File: config.mk
export PLATFORM = sky130hd
export DESIGN_NAME = fsm_vedacao
export DESIGN_NICKNAME = d
export VERILOG_FILES = /design/src/rtl/fsm_vedacao.sv
export SDC_FILE = /design/constraint.sdc
export NUM_CORES = 1
export LEC_CHECK = 0
export ABC_AREA = 1
export CORE_MARGIN = 3
export CORE_UTILIZATION = 60
export DETAILED_ROUTE_END_ITERATION = 16
export PLACE_DENSITY = 0.83
export SYNTH_ARGS = -nofsm -noshare
export SYNTH_HDL_FRONTEND = slang
export SYNTH_SLANG_ARGS = --single-unit
File: constraint.sdc
create_clock -name clk -period 3.4 [get_ports clk]
set_clock_uncertainty 0.15 [all_clocks]
set_input_delay 0.51 -clock clk [delete_from_list [all_inputs] [get_ports clk]]
set_output_delay 0.51 -clock clk [all_outputs]
set_load 0.1 [all_outputs]
File: src/rtl/fsm_vedacao.sv
`timescale 1ns/1ps
// fsm_vedacao: Moore controller for the capping press downstream of filling.
// The master holds cmd_iniciar high until tarefa_concluida is seen. A stroke
// runs for CICLOS_VEDACAO cycles and consumes one cap from the dispenser
// stock. An empty dispenser raises an alarm until a refill (rising edge of
// btn_repor) reloads the stock to CAPACIDADE.
//
// Ports:
//   clk              - clock (50 MHz)
//   reset            - asynchronous, active-high reset
//   cmd_iniciar      - start command from master (level)
//   btn_repor        - refill button (level, acts on rising edge)
//   atuador_ativo    - press solenoid, high while stroking
//   tarefa_concluida - done flag back to the master
//   alarme_sem_tampa - out-of-caps alarm
//   estoque_tampas   - current cap stock
//
// Build option: define VEDACAO_SYNC_EN to pass cmd_iniciar and btn_repor
// through 2-flop synchronizers (adds 2 cycles of input latency).
module fsm_vedacao #(
  parameter int unsigned CICLOS_VEDACAO = 50_000_000,
  parameter int unsigned CAPACIDADE     = 10,
  parameter int unsigned W_ESTOQUE      = 4
) (
  input  logic                 clk,
  input  logic                 reset,
  input  logic                 cmd_iniciar,
  input  logic                 btn_repor,
  output logic                 atuador_ativo,
  output logic                 tarefa_concluida,
  output logic                 alarme_sem_tampa,
  output logic [W_ESTOQUE-1:0] estoque_tampas
);

  localparam int unsigned WTimer = (CICLOS_VEDACAO > 1) ? $clog2(CICLOS_VEDACAO) : 1;

  localparam logic [1:0] StIdle      = 2'd0;
  localparam logic [1:0] StVedando   = 2'd1;
  localparam logic [1:0] StConcluido = 2'd2;
  localparam logic [1:0] StSemTampa  = 2'd3;

  localparam logic [WTimer-1:0]    TimerLast  = WTimer'(CICLOS_VEDACAO - 1);
  localparam logic [W_ESTOQUE-1:0] Capacidade = W_ESTOQUE'(CAPACIDADE);

  logic cmd_s;
  logic btn_s;

`ifdef VEDACAO_SYNC_EN
  logic [1:0] cmd_sync_q;
  logic [1:0] btn_sync_q;

  always_ff @(posedge clk or posedge reset) begin
    if (reset) begin
      cmd_sync_q <= 2'b00;
      btn_sync_q <= 2'b00;
    end else begin
      cmd_sync_q <= {cmd_sync_q[0], cmd_iniciar};
      btn_sync_q <= {btn_sync_q[0], btn_repor};
    end
  end

  assign cmd_s = cmd_sync_q[1];
  assign btn_s = btn_sync_q[1];
`else
  assign cmd_s = cmd_iniciar;
  assign btn_s = btn_repor;
`endif

  logic [1:0]           state_q, state_d;
  logic [WTimer-1:0]    timer_q, timer_d;
  logic [W_ESTOQUE-1:0] stock_q, stock_d;
  logic                 btn_prev_q;
  logic                 refill;
  logic                 stock_zero;
  logic                 dec;

  // Single-cycle pulse on the rising edge of the (possibly synchronized) button.
  assign refill     = btn_s & ~btn_prev_q;
  assign stock_zero = (stock_q == '0);

  always_comb begin
    state_d = state_q;
    timer_d = timer_q;
    dec     = 1'b0;
    case (state_q)
      StIdle: begin
        if (cmd_s) begin
          if (!stock_zero) begin
            state_d = StVedando;
            timer_d = '0;
          end else begin
            state_d = StSemTampa;
          end
        end
      end
      StVedando: begin
        // cmd_iniciar is deliberately ignored: the stroke always completes.
        if (timer_q == TimerLast) begin
          state_d = StConcluido;
          dec     = 1'b1;
        end else begin
          timer_d = timer_q + WTimer'(1);
        end
      end
      StConcluido: begin
        if (!cmd_s) state_d = StIdle;
      end
      StSemTampa: begin
        if (!cmd_s) begin
          state_d = StIdle;
        end else if (!stock_zero) begin
          state_d = StVedando;
          timer_d = '0;
        end
      end
      default: state_d = StIdle;
    endcase
  end

  // Refill takes priority over a same-edge decrement.
  always_comb begin
    stock_d = stock_q;
    if (refill) begin
      stock_d = Capacidade;
    end else if (dec && !stock_zero) begin
      stock_d = stock_q - W_ESTOQUE'(1);
    end
  end

  always_ff @(posedge clk or posedge reset) begin
    if (reset) begin
      state_q    <= StIdle;
      timer_q    <= '0;
      stock_q    <= Capacidade;
      btn_prev_q <= 1'b0;
    end else begin
      state_q    <= state_d;
      timer_q    <= timer_d;
      stock_q    <= stock_d;
      btn_prev_q <= btn_s;
    end
  end

  assign atuador_ativo    = (state_q == StVedando);
  assign tarefa_concluida = (state_q == StConcluido);
  assign alarme_sem_tampa = (state_q == StSemTampa);
  assign estoque_tampas   = stock_q;

endmodule

Word level (Yosys, flattened, before mapping)
Cells that the tools add are included.
{ "op_classes": {"n_eq_ne": 11, "reduce_logical": 9, "add_sub_neg": 2, "n_bitwise": 2, "n_mux": 15} }
{ "op_table": {"columns": ["op", "n"], "rows": [
  ["two-way mux 26 bit", 3],
  ["one-hot mux 26 bit (2 select lines)", 1],
  ["adder 26 x 1 -> 26 bit, second input constant", 1],
  ["equality test 26 bit, second input constant", 1],
  ["two-way mux 2 bit", 6],
  ["two-way mux 4 bit", 2],
  ["!= test 2 bit, second input constant", 4],
  ["one-hot mux 2 bit (4 select lines)", 1],
  ["AND reduction 4 bit", 2],
  ["equality test 2 bit, second input constant", 2],
  ["zero test 4 bit", 1],
  ["!= test 2 x 1 -> 1 bit, second input constant", 2],
  ["nonzero test 2 bit", 2],
  ["subtractor 4 x 1 -> 4 bit, second input constant", 1],
  ["!= test 3 bit, second input constant", 1],
  ["equality test 2 x 1 -> 1 bit, second input constant", 1],
  ["zero test 2 bit", 1],
  ["two-way mux 1 bit", 2],
  ["OR reduction 2 bit", 1],
  ["AND 1 bit", 1],
  ["logical AND 1 bit", 1],
  ["zero test 1 bit", 1],
  ["NOT 1 bit", 1]
]} }
{ "word_totals": {"word_cells": 43, "input_bits": 4, "reg_bits": 33, "out_inout_bits": 7} }

Logic depth before layout (Yosys ltp)
Gate-level depths: netlist of run 1.
{ "logic_depth": {"word_depth": 6, "ltp_mapped": 10, "depth_no_buf": 10} }

Worst setup path before layout of run 1
OpenSTA, ideal clock, no wires.
{ "synth_timing": {"path_kind": "register to register", "from": "reg state_q[1]", "to": "reg timer_q[3]", "setup_time_ns": 0.121, "synth_period_minus_slack_ns": 2.337, "arrival_ns": 2.066, "path_stages_with_launch": 10, "slack_ns": 1.063, "n_path_buf": 2, "required_ns": 3.129, "path_cell_list": "dfrtp_1 > inv_1 > ha_1 > buf_4 > nand2_1 > nand2_1 > nand2_4 > buf_12 > nand2_1 > o21ai_2"} }
{ "synth_via": {"elab_cells_between_ends": 10, "classes_between": "eq/ne: 5; mux: 1; reduce/logical: 4"} }
{ "synth_lines": {"columns": ["item", "line_no", "source"], "rows": [
  ["start, declared", "69", "logic [1:0] state_q, state_d;"],
  ["start signal, assigned", "132", "state_q <= StIdle;"],
  ["start signal, assigned", "137", "state_q <= state_d;"],
  ["equality test 2 x 1 -> 1 bit (*)", null, null],
  ["named net atuador_ativo", "29", "output logic atuador_ativo,"],
  ["!= test 2 bit (no line) or nonzero test 2 bit (tied branches)", null, null],
  ["AND reduction 4 bit (no line)", null, null],
  ["end signal, assigned", "138", "timer_q <= timer_d;"],
  ["end, declared", "70", "logic [WTimer-1:0] timer_q, timer_d;"]
]} }
The timed path passes the listed nets; every way through them passes the cells marked *.
A chain may end at the register's enable or synchronous reset.

Worst setup path after layout of run 1
{ "layout_timing": {"from": "reg stock_q[0], in the netlist estoque_tampas[0]", "to": "out estoque_tampas[0]"} }
{ "layout_lines": {"columns": ["item", "line_no", "source"], "rows": [
  ["start, declared", "71", "logic [W_ESTOQUE-1:0] stock_q, stock_d;"],
  ["start signal, assigned", "134", "stock_q <= Capacidade;"],
  ["start signal, assigned", "139", "stock_q <= stock_d;"],
  ["end, declared", "32", "output logic [W_ESTOQUE-1:0] estoque_tampas"]
]} }
No word-level cell between the ends.

==> metrics.md, run 1 <==
| Metric | Value |
|---|---|
| Status | `complete, no violations` |
| Cell variety after synth | `29` |
| H-tree depth | `2` |
| Layout cells sized above 1 | `14.5%` |
| CP top delay family | `buffers and inverters` |
| Sink Count | `33` |
| Die Span Y | `68.3 µm` |
| P_leak | `0.00118 µW` |
| Post CTS Setup Buffer Count | `0` |
| Diode count | `0` |
| Sequential fraction of the synthesis area | `35.6%` |
| Most frequent cells in the layout | `nand2_1 (119), nor2_1 (39), inv_1 (34), dfrtp_1 (31), nand3_1 (21)` |
| Max stage delay cell, worst path | `clkdlybuf4s50_1` |
| Slew Limit Fails | `0` |
| Unrepaired setup endpoints after global routing | `false` |
| Hold Path Stages | `2` |
| Layout area overhead | `9.19%` |
| Min-Delay Path Class | `reg -> reg` |
| Die Wd | `68.3 µm` |
| Least-Margin Pin Slew | `0.974 ns` |
| CTS Hold Bufs | `0` |
| Synth Cell Area | `0.00233 mm²` |
| IO Pins | `11` |
| Final ANT Viol Nets | `0` |
| Placed Instances | `386` |
| DRC Markers | `0` |
| CTS root buffer | `clkbuf_8` |
| Total negative slack | `0 ns` |
| Setup violators final | `0` |
| Ranking of synthesized cells by area | `dfrtp_1 (33%), nand2_1 (19%), nor2_1 (6.3%)` |
| Global-route wire length before repair | `8340 µm` |
| # Max-Cap Violations | `0` |
| Syn Nets | `342` |
| Worst-skew pair later-pin latency | `0.30 ns` |
| Crit-path max FO | `3` |
| WL final | `4910 µm` |
| Nets | `355` |
| Grt ovf | `0` |
| R2R Setup Slk | `1.41 ns` |
| Reg2reg end | `timer_q[17]$_DFFE_PP0P_` |
| Post-route insts no fill | `394` |
| P per Cell Area | `502 mW/mm²` |
| Setup Crit Path Kind | `reg -> out` |
| Yosys warning total | `0` |
| Final Hold Vio Count | `0` |
| Post-cts sizing count | `0` |
| Fin crit share | `72.5%` |
| CP Launch Type | `flip-flop` |
| Worst hold start | `estoque_tampas[1]$_DFFE_PP1P_` |
| Total CTS buffers | `5` |
| Critical Path RT | `2.74 ns` |
| First DRT Iteration DRCs | `125` |
| Number of antenna violations at the first check in global routing | `0` |
| Via count | `2067` |
| CTS tree | `built` |
| CTS clk-pin slew, worst paths | `0.06 ns` |
| Syn Area/Cell | `7.01 µm²` |
| Max Clk Rate | `0.406 GHz` |
| Dpl hpwl | `3530 µm` |
| Most common cell after layout, fill and taps aside | `nand2_1` |
| Worst Setup End Kind | `primary output` |
| CP bufs+invs | `1` |
| Synth area leader | `dfrtp_1` |
| Slowest Stage Delay on Critical Path | `1.15 ns` |
| Die Area | `0.00466 mm²` |
| Router iterations before antenna repair | `4` |
| Vias in the first global route | `1937` |
| Slew margin rel. | `34.9%` |
| Post-synth top area share | `33.3%` |
| Post-synthesis instance total | `332` |
| Seq cells post-synth | `33` |
| Crit path time final | `2.46 ns` |
| Wire per inst | `12.5 µm` |
| Largest net degree at the start of global routing | `29` |
| Hold EP | `estoque_tampas[1]$_DFFE_PP1P_` |
| RR Startpoint | `timer_q[0]$_DFFE_PP0P_` |
| Number of port buffers | `10` |
| Clk buf depth | `2` |
| FP Rows | `22` |
| Initial Utilization | `63.1%` |
| Tot GR Track Use | `23.9%` |
| Routability cong. | `0.894` |
| Reg2reg path depth | `10` |
| VDD IR-drop max | `0.281 mV` |
| Worst endpoint data arrival time | `1.80 ns` |
| Worst path cell trace | `clkdlybuf4s50_1` |
| Via density | `5.25` |
| Core region area | `0.00369 mm²` |
synthesized netlist by cell type:
cell type / instances
dfstp_2: 2
nor2_2: 8
buf_6: 1
nand2_2: 8
xnor2_1: 7
nand3b_1: 5
inv_2: 2
nand3_1: 21
buf_12: 1
or2_2: 1
o21ai_0: 7
nand4_1: 9
inv_1: 34
nand2_4: 1
nor2_4: 3
nand3_2: 2
dfrtp_1: 31
xor2_1: 8
buf_4: 1
o21ai_1: 3
nor3_1: 1
buf_2: 1
ha_1: 6
nand2_1: 119
buf_8: 1
o21ai_2: 8
nor2_1: 39
and2_1: 1
a21oi_1: 1
power breakdown:
group	internal [µW]	switching (µW)
clock network	238	158
registers	416	25.1
logic	97.7	340
worst max path at each step:
stage                                  start                     end  slack (ns)  cells past startpoint
6_report       estoque_tampas[0]$_DFFE_PP0P_       estoque_tampas[0]        0.94                      1
5_1_grt        estoque_tampas[0]$_DFFE_PP0P_       estoque_tampas[0]        0.90                      1
4_1_cts        estoque_tampas[0]$_DFFE_PP0P_       estoque_tampas[0]        0.94                      1
3_5_place_dp   estoque_tampas[0]$_DFFE_PP0P_       estoque_tampas[0]        1.25                      1
3_3_place_gp   estoque_tampas[0]$_DFFE_PP0P_       estoque_tampas[0]        1.27                      1
2_1_floorplan         state_q[1]$_DFFE_PP0P_  timer_q[3]$_DFFE_PP0P_        1.06                      9
sequential cells by signal, summed over array words and instances (netlist names):
signal,flops
estoque_tampas,4
timer_q,26
state_q,2
btn_prev_q,1
per-stage QoR:
stage | setup WS (ns) | area, µm² | hold WS (ns) | utilization, % | total power (µW)
after floorplan | 1.06 | 2330 | 0.324 | - | 871
after global placement | 1.27 | 2420 | 0.342 | 65.7 | 882
after detailed placement | 1.25 | 2420 | 0.364 | 65.7 | 892
after global routing | 0.903 | 2540 | 0.399 | 68.9 | 1350
after CTS | 0.935 | 2540 | 0.375 | 68.9 | 1280
final | 0.935 | 2540 | 0.372 | 68.9 | 1280
final cells by class:
class | instances | area [µm²]
Multi-Input combinational cell | 258 | 1310
Sequential cell | 33 | 828
Fill cell | 303 | 1150
Tap cell | 48 | 60.1
Timing Repair Buffer | 11 | 92.6
Clock inverter | 2 | 37.5
Clock buffer | 6 | 82.6
Inverter | 36 | 135
kinds of logic (layout without fill, tap and decap cells):
group / Yosys count / in the layout / synth area share (%)
adder cells (fa/ha/maj): 6 / 6 / 3.22
flip-flops: 33 / 33 / 35.6
XOR/XNOR: 15 / 15 / 5.64
buffers and inverters: 41 / 55 / 8.33
AO/OA/AOI/OAI: 19 / 19 / 5.37
AND/OR/NAND/NOR: 218 / 218 / 41.9
layer usage:
metal	global-route usage [%]	vias up	wire length, µm
met5	0	-	0
met4	9.18	0	99
met3	6.90	11	242
met2	40.4	48	2410
met1	28.6	949	2150
li1	-	1059	-
No activity file was read; power rests on OpenSTA's default activity.
==> run 2: changes to the inputs <==
==> constraint.sdc (replaced) <==
create_clock -name clk -period 2.4 [get_ports clk]
set_clock_uncertainty 0.15 [all_clocks]
set_input_delay 0.36 -clock clk [delete_from_list [all_inputs] [get_ports clk]]
set_output_delay 0.36 -clock clk [all_outputs]
set_load 0.1 [all_outputs]
==> metrics.md, run 2 (synthesis gave the netlist of run 1 again) <==
| Metric | Value |
|---|---|
| Status | `complete, no violations` |
| Layout cells sized above 1 | `14.2% (-0.25 points)` |
| Core region area | `0.00369 mm² (unchanged)` |
| Slew margin rel. | `67.9% (+33 points)` |
| Dpl hpwl | `3580 µm (+1.7%)` |
| Post CTS Setup Buffer Count | `0 (unchanged)` |
| Crit path time final | `2.00 ns` |
| Critical Path RT | `1.89 ns (-0.85 ns)` |
| Final ANT Viol Nets | `0 (unchanged)` |
| CP Launch Type | `flip-flop` |
| P per Cell Area | `673 mW/mm² (+34%)` |
| Router iterations before antenna repair | `4 (unchanged)` |
| Layout area overhead | `8.17%` |
| R2R Setup Slk | `0.43 ns (-0.98 ns)` |
| Grt ovf | `0 (unchanged)` |
| CTS clk-pin slew, worst paths | `0.07 ns (about the same)` |
| Max Clk Rate | `0.500 GHz` |
| Slew Limit Fails | `0 (unchanged)` |
| Worst-skew pair later-pin latency | `0.29 ns (about the same)` |
| Worst hold slack | `0.312 ns (-0.0592 ns)` |
| Die Span Y | `68.3 µm (unchanged)` |
| Max FFs per register | `26 (unchanged)` |
| FP Rows | `22 (unchanged)` |
| Placed Instances | `386 (unchanged)` |
| Wire per inst | `12.6 µm (+1.1%)` |
| Post-cts sizing count | `0 (unchanged)` |
| Initial Utilization | `63.1% (unchanged)` |
| Vias in the first global route | `1940 (+0.15%)` |
| VDD IR-drop max | `0.256 mV (-9.2%)` |
| Diode count | `0 (unchanged)` |
| Wire length on met1 | `2140 µm (-0.70%)` |
| P_leak | `0.00117 µW (-0.60%)` |
| Total CTS buffers | `5 (unchanged)` |
| Unrepaired setup endpoints after global routing | `false` |
| Sink Count | `33 (unchanged)` |
| Biggest register | `timer_q` |
| H-tree depth | `2 (unchanged)` |
| Setup Crit Path Kind | `reg -> out` |
| Least-Margin Pin Slew | `0.481 ns (-0.493 ns)` |
| Post-route insts no fill | `393 (-0.25%)` |
| CTS Hold Bufs | `0 (unchanged)` |
| FF/Latch Area | `828 µm² (unchanged)` |
| Total negative slack | `0 ns (unchanged)` |
| Worst endpoint data arrival time | `1.49 ns (-0.31 ns)` |
| Die Area | `0.00466 mm² (unchanged)` |
| Fill cells | `314 (+3.6%)` |
| Number of antenna violations at the first check in global routing | `0 (unchanged)` |
| Clk buf depth | `2 (unchanged)` |
| Nets | `355 (unchanged)` |
| Most common cell after layout, fill and taps aside | `nand2_1` |
| IO Pins | `11 (unchanged)` |
| Total Power | `1700 µW (+33%)` |
| Multi-input gate area | `0.00131 mm² (unchanged)` |
| Post-DP Area | `0.00243 mm² (+0.41%)` |
| Most frequent cells in the layout | `nand2_1 (119), nor2_1 (39), inv_1 (34), dfrtp_1 (31), nand3_1 (21)` |
| Routed met2 length | `2470 µm (+2.5%)` |
| CTS root buffer | `clkbuf_8` |
| Via count | `2082 (+0.73%)` |
| Finished layout cell area | `0.00252 mm² (-0.93%)` |
| Worst Setup End Kind | `primary output` |
| Global-route wire length before repair | `8260 µm (-0.99%)` |
| WL final | `4950 µm (+0.84%)` |
| Min-Delay Path Class | `in -> async` |
| Final Hold Vio Count | `0 (unchanged)` |
| Largest net degree at the start of global routing | `34 (+17%)` |
| # Max-Cap Violations | `0 (unchanged)` |
| Via density | `5.30 (+0.98%)` |
| Number of port buffers | `10 (unchanged)` |
| Tot GR Track Use | `23.8% (-0.13 points)` |
| Die Wd | `68.3 µm (unchanged)` |
| Fin crit share | `83.4%` |
| CTS tree | `built` |
| Met3 wire len | `249 µm (+2.9%)` |
| DRC Markers | `0 (unchanged)` |
| First DRT Iteration DRCs | `160 (+28%)` |
| Setup violators final | `0 (unchanged)` |
| Crit-path max FO | `11 (+8)` |
| Top Layer Used | `met4` |
| Routability cong. | `0.886 (-0.90%)` |
run 2: cell types whose count changed in the layout (fill, tap and decap cells not counted), sizes merged:
cell / delta
buf: +1
bufinv: -1
clkbuf: +1
clkdlybuf4s50: -1
clkinvlp: -1
run 2: cell type report:
class	count	share of cell area (%)
Tap cell	48	2.38
Inverter	36	5.37
Multi-Input combinational cell	258	51.9
Sequential cell	33	32.9
Timing Repair Buffer	11	4.07
Clock buffer	7	3.43
run 2: worst paths after layout:
| path | from | to | depth (start not counted) |
|---|---|---|---|
| min | reset | timer_q[3]$_DFFE_PP0P_ | 3 |
| max | state_q[1]$_DFFE_PP0P_ | atuador_ativo | 3 |
| min reg2reg | estoque_tampas[1]$_DFFE_PP1P_ | estoque_tampas[1]$_DFFE_PP1P_ | 2 |
| max reg2reg | timer_q[0]$_DFFE_PP0P_ | timer_q[17]$_DFFE_PP0P_ | 10 |
| max in group asynchronous | reset | estoque_tampas[1]$_DFFE_PP1P_ | 3 |
| min in group clk | estoque_tampas[1]$_DFFE_PP1P_ | estoque_tampas[1]$_DFFE_PP1P_ | 2 |
run 2: per-stage QoR:
stage          utilization [%]  setup WS [ns]
4_1_cts                   68.3          0.404
2_1_floorplan                -         0.0629
3_5_place_dp              65.9          0.438
3_3_place_gp              65.9          0.508
5_1_grt                   68.3          0.253
6_report                  68.3          0.399
run 2: layer usage:
layer | vias up | track usage (%)
met5 | - | 0
met4 | 0 | 9.68
met3 | 10 | 5.58
met2 | 50 | 41.3
met1 | 961 | 28.1
li1 | 1061 | -
run 2: power breakdown:
group | leakage [µW] | total (µW) | internal (µW) | switching (µW)
Clock | 0.0000443 | 426 | 227 | 198
Sequential | 0.000448 | 626 | 590 | 35.8
Combinational | 0.000679 | 644 | 162 | 482
Total | 0.00117 | 1700 | 979 | 716
run 2: worst max-delay path, stage by stage, from the launching register on:
cell and delay (ns):
dfrtp_1 0.41, inv_1 0.09, ha_1 0.45, buf_12 0.24
==> run 3: changes to the inputs <==
--- a/config.mk
+++ b/config.mk
@@ -7,9 +7,9 @@
 export LEC_CHECK = 0
 export ABC_AREA = 1
 export CORE_MARGIN = 3
-export CORE_UTILIZATION = 60
+export CORE_UTILIZATION = 54
 export DETAILED_ROUTE_END_ITERATION = 16
-export PLACE_DENSITY = 0.83
+export PLACE_DENSITY = 0.79
 export SYNTH_ARGS = -nofsm -noshare
 export SYNTH_HDL_FRONTEND = slang
 export SYNTH_SLANG_ARGS = --single-unit
==> constraint.sdc (replaced) <==
create_clock -name clk -period 1.7 [get_ports clk]
set_clock_uncertainty 0.15 [all_clocks]
set_input_delay 0.255 -clock clk [delete_from_list [all_inputs] [get_ports clk]]
set_output_delay 0.255 -clock clk [all_outputs]
set_load 0.1 [all_outputs]
==> metrics.md, run 3 (synthesis gave the netlist of run 1 again) <==
| Metric | Value |
|---|---|
| Status | `complete, but fails checks` |
| Failing checks | `setup timing` |
| Biggest register | `timer_q` |
| Worst endpoint data arrival time | `1.88 ns (+0.39 ns)` |
| Wire per inst | `15.5 µm (+23%)` |
| Sw frac | `40.8% (-1.5 points)` |
| Via density | `5.49 (+3.5%)` |
| Routability cong. | `0.847 (-4.3%)` |
| P_leak | `0.00163 µW (+40%)` |
| Critical Path RT | `1.74 ns (-0.15 ns)` |
| Max FFs per register | `26 (unchanged)` |
| RR Startpoint | `timer_q[4]$_DFFE_PP0P_` |
| Number of port buffers | `10 (unchanged)` |
| Die Span Y | `71.7 µm (+4.9%)` |
| Slew margin rel. | `76.6% (+8.7 points)` |
| Layout area overhead | `47.2%` |
| Setup violators final | `30 (+30)` |
| DRC Markers | `0 (unchanged)` |
| Setup slack after layout | `-0.134 ns (-0.532 ns)` |
| Total Power | `3600 µW (+110%)` |
| Fin crit share | `108%` |
| Max Clk Rate | `0.545 GHz` |
| Fill cells | `233 (-26%)` |
| CP Launch Type | `flip-flop` |
| Setup Crit Path Kind | `reg -> reg` |
| WL final | `6910 µm (+40%)` |
| Cell Int Power | `2130 µW (+120%)` |
| Slew Limit Fails | `0 (unchanged)` |
| Layout cells sized above 1 | `39.2% (+25 points)` |
| Sink Count | `33 (unchanged)` |
| First DRT Iteration DRCs | `139 (-13%)` |
| Nets | `404 (+14%)` |
| P per Cell Area | `1050 mW/mm² (+56%)` |
| Placed Instances | `428 (+11%)` |
| Tot GR Track Use | `24.6% (+0.77 points)` |
| Largest net degree at the start of global routing | `34 (unchanged)` |
| VDD IR-drop max | `0.668 mV (+160%)` |
| Post-route insts no fill | `445 (+13%)` |
| Clk buf depth | `2 (unchanged)` |
| Crit path time final | `1.83 ns` |
| H-tree depth | `2 (unchanged)` |
| Number of antenna violations at the first check in global routing | `0 (unchanged)` |
| Router iterations before antenna repair | `4 (unchanged)` |
| Most frequent cells in the layout | `nand2_1 (90), buf_4 (39), nor2_1 (37), inv_1 (29), dfrtp_1 (27)` |
| Reg2reg path depth | `10 (unchanged)` |
| Total net switching power | `1470 µW (+100%)` |
| CTS clk-pin slew, worst paths | `0.08 ns (about the same)` |
| Most common cell after layout, fill and taps aside | `nand2_1` |
| Dpl ws | `-0.149 ns (-0.586 ns)` |
| Min-Delay Path Class | `in -> async` |
| Initial Utilization | `57.0% (-6.1 points)` |
| Combinational share of power | `53.9% (+16 points)` |
| # Max-Cap Violations | `0 (unchanged)` |
| Unrepaired setup endpoints after global routing | `true` |
| Core region area | `0.00409 mm² (+11%)` |
| Die Area | `0.00514 mm² (+10%)` |
| Grt ovf | `0 (unchanged)` |
| Critical Path Source | `timer_q[4]$_DFFE_PP0P_` |
| R2R Setup Slk | `-0.13 ns (-0.56 ns)` |
| Clock power frac | `21.8% (-3.3 points)` |
| Crit-path max FO | `4 (-7)` |
| Via count | `2441 (+17%)` |
| Setup crit end | `state_q[1]$_DFFE_PP0P_` |
| Diode count | `0 (unchanged)` |
| IO Pins | `11 (unchanged)` |
| FP Rows | `23 (+4.5%)` |
| Final Hold Vio Count | `0 (unchanged)` |
| Reg2reg end | `state_q[1]$_DFFE_PP0P_` |
| Vias in the first global route | `2311 (+19%)` |
| Global-route wire length before repair | `9920 µm (+20%)` |
| Die Wd | `71.7 µm (+4.9%)` |
| Final ANT Viol Nets | `0 (unchanged)` |
| Worst Setup End Kind | `flip-flop` |
| Worst-skew pair later-pin latency | `0.30 ns (about the same)` |
| Flop pwr share | `24.3% (-13 points)` |
| Total CTS buffers | `5 (unchanged)` |
| Dpl hpwl | `4120 µm (+15%)` |
| CTS tree | `built` |
| CTS root buffer | `clkbuf_8` |
| Least-Margin Pin Slew | `0.351 ns (-0.130 ns)` |
-- run 3: cell count changes in the layout (fill, tap and decap cells not counted), moves of 5 or more --
cell     delta
ha_1        -5
buf_12     +10
o21ai_2     +6
o21ai_0     -5
nand2_1    -29
inv_1       -5
buf_4      +32
inv_2       +5
buf_6       +5
nand2_4    +15
nor2_4      +5
nand2_2    +12
-- run 3: how the worst min path moves through the flow --
stage                      startpoint  slack [ns]                endpoint  cells past startpoint
6_report                        reset        0.15  state_q[0]$_DFFE_PP0P_                      3
2_1_floorplan               btn_repor        0.14    btn_prev_q$_DFF_PP0_                      0
3_5_place_dp   timer_q[2]$_DFFE_PP0P_        0.38  timer_q[2]$_DFFE_PP0P_                      2
4_1_cts                         reset        0.18  state_q[0]$_DFFE_PP0P_                      3
5_1_grt                         reset        0.20  state_q[0]$_DFFE_PP0P_                      3
3_3_place_gp   timer_q[2]$_DFFE_PP0P_        0.38  timer_q[2]$_DFFE_PP0P_                      2
-- run 3: critical path: stages (launching register included) --
cell and delay [ns]:
dfrtp_2 0.45, nand2_1 0.13, nor2_1 0.13, nand2_1 0.08, nor2_2 0.24, nand2_2 0.15, nand2_4 0.11, buf_6 0.11
nand3_2 0.06, nand2_1 0.08, nand2_1 0.05
-- run 3: through the flow --
stage / hold WS, ns / utilization, % / cell area (µm²) / setup TNS, ns
2_1_floorplan: 0.136 / - / 2420 / -2.70
3_3_place_gp: 0.379 / 72.3 / 2960 / -0.890
3_5_place_dp: 0.383 / 72.3 / 2960 / -1.56
4_1_cts: 0.175 / 76.2 / 3120 / -0.157
5_1_grt: 0.200 / 83.9 / 3430 / -6.08
6_report: 0.154 / 83.9 / 3430 / -2.76
-- run 3: what timing repair did --
action                     CTS  global route
hold buffers                 0             0
gates cloned                 0             2
setup endpoints to repair   28            33
buffers inserted             1             6
resized for setup           12            52
pin swaps                    2            21
-- run 3: layer usage --
layer	global-route usage [%]	wire length (µm)	vias up
met3	5.05	364	26
met2	43.8	3550	83
met5	0	0	-
met1	28.6	2720	1168
li1	-	-	1164
met4	9.81	272	0
-- run 3: area by class of cell --
class                           instances  area (µm²)  share of cell area [%]
Timing Repair Buffer                   60         649                    18.9
Clock buffer                            7        86.3                    2.52
Multi-Input combinational cell        258        1620                    47.3
Clock inverter                          1        30.0                   0.876
Inverter                               36         135                    3.94
Sequential cell                        33         843                    24.6
Tap cell                               50        62.6                    1.82
-- run 3: power by group through the flow --
stage | combinational [µW] | clock [µW] | sequential (µW)
floorplan | 949 | 0 | 895
global placement | 1390 | 0 | 873
detailed placement | 1410 | 0 | 875
CTS | 1460 | 784 | 862
global route | 2040 | 822 | 879
finish | 1940 | 784 | 875
